===== src/rtl/scan_sel_gen.sv =====
// scan_sel_gen: digit scan and display-data double buffer for a four-digit
// 7-segment display sharing one segment driver.
//
// Walks the nibble-selector select lines 00->01->10->11, holding each digit
// for DIV_MAX+1 clocks, and drives the matching active-low digit enable.
// New display words are captured into a shadow buffer and only copied to the
// active words at the end of a full frame (or at once while the display is
// blank), so a digit never shows a mix of old and new data.
//
// Optional build macro SCAN_BLANK_LZ_EN: leading-zero blanking. Digits whose
// active word is zero, and whose higher digits are all zero too, are kept
// dark. Digit 0 is always shown. Scan timing is unaffected.
//
// state | meaning
// IDLE  | display blank (oAn=1111), dwell counter and select parked at 0
// SCAN  | digits lit in turn, dwell counter running

module scan_sel_gen #(
   parameter int DIV_WIDTH = 16,
   parameter int DIV_MAX   = 49999
) (
   input  logic       iClk,
   input  logic       iRst,
   input  logic       iEn,
   input  logic       iLoad,
   input  logic [3:0] iD0,
   input  logic [3:0] iD1,
   input  logic [3:0] iD2,
   input  logic [3:0] iD3,
   output logic [3:0] oC0,
   output logic [3:0] oC1,
   output logic [3:0] oC2,
   output logic [3:0] oC3,
   output logic       oS1,
   output logic       oS0,
   output logic [3:0] oAn,
   output logic       oPending
);

   typedef enum logic {
      ST_IDLE = 1'b0,
      ST_SCAN = 1'b1
   } state_t;

   localparam logic [DIV_WIDTH-1:0] CNT_MAX = DIV_WIDTH'(DIV_MAX);
   localparam logic [DIV_WIDTH-1:0] CNT_ONE = DIV_WIDTH'(1);

   state_t               state_q, state_d;
   logic [DIV_WIDTH-1:0] cnt_q, cnt_d;
   logic [1:0]           sel_q, sel_d;
   logic [15:0]          act_q, act_d;
   logic [15:0]          shadow_q, shadow_d;
   logic                 pend_q, pend_d;
   logic [3:0]           an_q, an_d;

   logic                 frame_end;
   logic                 xfer;
   logic [15:0]          new_word;
   logic [3:0]           lit;

   assign new_word  = {iD3, iD2, iD1, iD0};
   assign frame_end = (state_q == ST_SCAN) && (sel_q == 2'd3) && (cnt_q == CNT_MAX);
   assign xfer      = pend_q && (frame_end || (state_q == ST_IDLE));

   // Scan sequencing: enter SCAN at digit 0, advance select every DIV_MAX+1 clocks, park on disable.
   always_comb begin
      state_d = state_q;
      cnt_d   = cnt_q;
      sel_d   = sel_q;
      if (!iEn) begin
         state_d = ST_IDLE;
         cnt_d   = '0;
         sel_d   = 2'd0;
      end else if (state_q == ST_IDLE) begin
         state_d = ST_SCAN;
         cnt_d   = '0;
         sel_d   = 2'd0;
      end else if (cnt_q == CNT_MAX) begin
         cnt_d = '0;
         sel_d = sel_q + 2'd1;
      end else begin
         cnt_d = cnt_q + CNT_ONE;
      end
   end

   // Double buffer: a load on the frame-end edge goes straight through, otherwise it waits in the shadow.
   always_comb begin
      act_d    = act_q;
      shadow_d = shadow_q;
      pend_d   = pend_q;
      if (iLoad && frame_end) begin
         act_d    = new_word;
         shadow_d = new_word;
         pend_d   = 1'b0;
      end else begin
         if (xfer) begin
            act_d  = shadow_q;
            pend_d = 1'b0;
         end
         if (iLoad) begin
            shadow_d = new_word;
            pend_d   = 1'b1;
         end
      end
   end

   // Digit visibility mask, evaluated on the words that will be active next cycle.
   always_comb begin
`ifdef SCAN_BLANK_LZ_EN
      lit[3] = (act_d[15:12] != 4'd0);
      lit[2] = lit[3] || (act_d[11:8] != 4'd0);
      lit[1] = lit[2] || (act_d[7:4] != 4'd0);
      lit[0] = 1'b1;
`else
      lit = 4'hF;
`endif
   end

   // Digit enable tracks the next select value so oAn and {oS1,oS0} change on the same edge.
   always_comb begin
      an_d = 4'hF;
      if (state_d == ST_SCAN) begin
         an_d = ~((4'b0001 << sel_d) & lit);
      end
   end

   // State and output registers with synchronous reset; reset drops any load on the same edge.
   always_ff @(posedge iClk) begin
      if (iRst) begin
         state_q  <= ST_IDLE;
         cnt_q    <= '0;
         sel_q    <= 2'd0;
         act_q    <= '0;
         shadow_q <= '0;
         pend_q   <= 1'b0;
         an_q     <= 4'hF;
      end else begin
         state_q  <= state_d;
         cnt_q    <= cnt_d;
         sel_q    <= sel_d;
         act_q    <= act_d;
         shadow_q <= shadow_d;
         pend_q   <= pend_d;
         an_q     <= an_d;
      end
   end

   assign oC0      = act_q[3:0];
   assign oC1      = act_q[7:4];
   assign oC2      = act_q[11:8];
   assign oC3      = act_q[15:12];
   assign oS1      = sel_q[1];
   assign oS0      = sel_q[0];
   assign oAn      = an_q;
   assign oPending = pend_q;

endmodule

===== config.mk =====
export PLATFORM = sky130hd
export DESIGN_NAME = scan_sel_gen
export DESIGN_NICKNAME = d
export VERILOG_FILES = /design/src/rtl/scan_sel_gen.sv
export SDC_FILE = /design/constraint.sdc
export NUM_CORES = 1
export LEC_CHECK = 0
export ABC_AREA = 1
export CORE_MARGIN = 5
export CORE_UTILIZATION = 53
export DETAILED_ROUTE_END_ITERATION = 10
export HOLD_SLACK_MARGIN = 0.06
export PLACE_DENSITY = 0.87
export SYNTH_ARGS = -nofsm -noshare
export SYNTH_HDL_FRONTEND = slang
export SYNTH_SLANG_ARGS = --single-unit

===== constraint.sdc =====
create_clock -name iClk -period 1.9 [get_ports iClk]
set_input_delay 0.38 -clock iClk [delete_from_list [all_inputs] [get_ports iClk]]
set_output_delay 0.38 -clock iClk [all_outputs]
set_load 0.1 [all_outputs]

==> impl_metrics.csv <==
group,metric,value,unit
cells_and_area,final_cell_mix,"nand2_1, nor2_1, dfxtp_1, inv_1, buf_4",
logic_synthesis,synth_top_area_cell,"dfxtp_1",
logic_synthesis,synth.avg_cell_area,6.753,um2
drt,via_per_inst,4.867,
cells_and_area,syn_to_final_growth,22.64,%
logic_synthesis,yosys-mux-area-fraction,0,%
flow_run,max-cap-violations,0,
cells_and_area,stdcell_count,497,
logic_synthesis,synth-xor-area-share,0.3387,%
power_and_ir_drop,power.leakage,1.496,nW
clocking,cts_root_buffer,"clkbuf_8",
logic_synthesis,synth_edf_count,0,
logic_synthesis,mappedNetlistArea,2586,um2
sta,setup_viol,0,
global_routing,grt_usage,19.24,%
sta,fin_ws,0.2267,ns
hold_path,hold_depth,1,
power_and_ir_drop,ir_drop,0.4373,mV
logic_synthesis,synthSimpleGateAreaFrac,35.75,%
power_and_ir_drop,p_switching,0.0007121,W
global_routing,grt_pass1_wl,9860,um
floorplanning,coreArea,4723,um2
global_routing,grt.overflow.total,0,
critical_path,worstSetupStartpointType,"flip-flop",
logic_synthesis,ys.flop_type,"dfxtp_1",
sta,rsz0062_at_grt,"false",
global_routing,antenna_found_initial,0,
critical_path,arrival,1.86,ns
sta,fin_crit_sh,88.07,%
sta,period_minus_slack,1.673,ns
logic_synthesis,async_reset_ff_share,0,%
power_and_ir_drop,p_sw_share,28.98,%
logic_synthesis,synth-adder-area-share,0.9676,%
global_routing,grt_max_degree,39,
sta,slew_headroom,73.52,%
placement,dpl_cell_area,3064,um2
critical_path,criticalPathCategory,"flip-flop to flip-flop",
clocking,post_cts_buffers,0,
placement,hpwl,4215,um
critical_path,worst-path-max-fanout,5,
global_routing,first_global_vias,2232,
placement,dp_cells,489,
hold_path,min_path_type,"flip-flop to flip-flop",
drt,routed_wl,5648,um
power_and_ir_drop,share_comb_of_total_power,17.9,%
logic_synthesis,syn_nets,405,
cells_and_area,layout.nets,451,
sta,finClkSkew,0.006294,ns
power_and_ir_drop,internal_power,0.001746,W
sta,worstMarginPinSlew,0.3942,ns
placement,io_buffer_count,42,
drt,routedWlPerCell,11.36,um
power_and_ir_drop,seqPwrFrac,50.9,%
drt,vias,2419,
clocking,cts.clk_slew.worst_paths,0.09,ns
power_and_ir_drop,p_per_area,774.9,nW/um2
clocking,clock_latency,0.31,ns
critical_path,r2r_slack,0.23,ns
cells_and_area,drive_gt1_share,13.26,%
cells_and_area,fin_area,3172,um2
power_and_ir_drop,clkPwrFrac,31.2,%
floorplanning,die_x,79.86,um
run_status,outcome,"finished clean",
logic_synthesis,synth.top_cell.area_share,43.35,%
cells_and_area,post-route-util,67.15,%
cells_and_area,n_antenna_cell,0,
logic_synthesis,synth_cell_types,28,
clocking,cts_max_path_buffers,2,
clocking,cts_tree,"built",
critical_path,required,2.08,ns
logic_synthesis,seq_area_frac_synth,43.35,%
clocking,cts_hold_buf,0,
drt,drt_drc_violations_left,0,
sta,final-max-slew-violation-count,0,
placement,routabilityCongestion,0.8759,
cells_and_area,final_common_cell,"nand2_1",
logic_synthesis,synth_compound_area_share,8.950,%
sta,hold_viol,0,
critical_path,cp-end-kind,"flip-flop",
placement,post-place-ws,0.1344,ns
clocking,cts-resized-gates,0,
sta,fmax,0.5976,GHz
floorplanning,io_pins,43,
floorplanning,placementRows,25,
critical_path,reg2reg_depth,8,
drt,dr.pass1.iters,4,
clocking,htreeDepth,2,
logic_synthesis,synth_top_family_by_area,"simple AND/OR/NAND/NOR gates",
logic_synthesis,ys_ff_latch,56,
drt,ant_nets,0,
logic_synthesis,synth_area_leaders,"dfxtp_1, nand2_1, nor2_1",
floorplanning,die_h,79.86,um
floorplanning,die_area,6377,um2
sta,setup_tns,0,ns
logic_synthesis,ys_warn_count,0,
drt,dr.first_iter.drc_count,228,
logic_synthesis,postSynthCellCount,383,
clocking,numCtsBuffers,5,
floorplanning,start_util,54.75,%
clocking,cts_sinks,56,
power groups by stage:
stage | clock network [W] | registers, W | logic, W
2_1_floorplan | 0 | 0.00146 | 0.000136
3_3_place_gp | 0 | 0.00128 | 0.000436
3_5_place_dp | 0 | 0.00128 | 0.000440
4_1_cts | 0.000778 | 0.00125 | 0.000442
5_1_grt | 0.000835 | 0.00126 | 0.000474
6_report | 0.000766 | 0.00125 | 0.000440
metrics by stage:
| stage | hold slack (ns) | total power (W) |
|---|---|---|
| floorplan | 0.4175 | 0.001592 |
| global placement | 0.4322 | 0.001713 |
| detailed placement | 0.4407 | 0.001719 |
| CTS | 0.4636 | 0.002471 |
| global route | 0.4816 | 0.002568 |
| finish | 0.4593 | 0.002458 |
path summary, 6_finish.rpt:
kind | start | end
setup / recovery | cnt_q[0]$_SDFF_PP0_ | oAn[2]$_SDFF_PP1_
hold / removal | cnt_q[0]$_SDFF_PP0_ | cnt_q[0]$_SDFF_PP0_
setup reg to reg | cnt_q[0]$_SDFF_PP0_ | oAn[2]$_SDFF_PP1_
hold reg to reg | cnt_q[0]$_SDFF_PP0_ | cnt_q[0]$_SDFF_PP0_
synth_stat cells, drive strengths merged, types with 2 or more instances:
library cell	n
nand3	21
buf	10
nor3	5
dfxtp	56
clkbuf	2
nor2	80
nand4	7
nand2	97
a211oi	4
clkinv	2
inv	54
o21ai	25
a21oi	14
ha	2
sequential cells by signal, indices dropped and copies added, names as in the netlist:
signal / count
oPending: 1
act_q: 16
sel_q: 2
cnt_q: 16
shadow_q: 16
state_q: 1
oAn: 4
cell type report:
cell class              instances  area (um2)
fillers                       426        1551
multi-input cells             259        1190
flip-flops and latches         56        1124
repair buffers                 51       455.4
inverters                      56       211.5
well taps                      67       83.83
clock buffers                   6       72.57
clock inverters                 2       35.03
worst max-delay path, stage by stage (launching register included):
cell and delay, ns:
dfxtp_1 0.37, ha_1 0.21, nand3_2 0.15, nor2_2 0.20
nand2_1 0.12, nand2_1 0.07, o21ai_0 0.10, nor3_1 0.23
nand3_1 0.11
routing by layer:
layer	vias to the layer above	share of wire (%)	GRT usage, %
li1	1278	-	-
met1	1068	49	26.34
met2	66	45	30.13
met3	7	5.2	4.628
met4	0	1.2	5.405
met5	-	0	0
logic make-up (layout without fill, tap and decap cells):
logic type | after synthesis | count (layout)
buffers and inverters | 68 | 115
XOR/XNOR | 1 | 1
AO/OA/AOI/OAI | 44 | 44
adder cells (fa/ha/maj) | 2 | 2
AND/OR/NAND/NOR | 212 | 212
flip-flops | 56 | 56
Power figures use the tool's default switching activity.
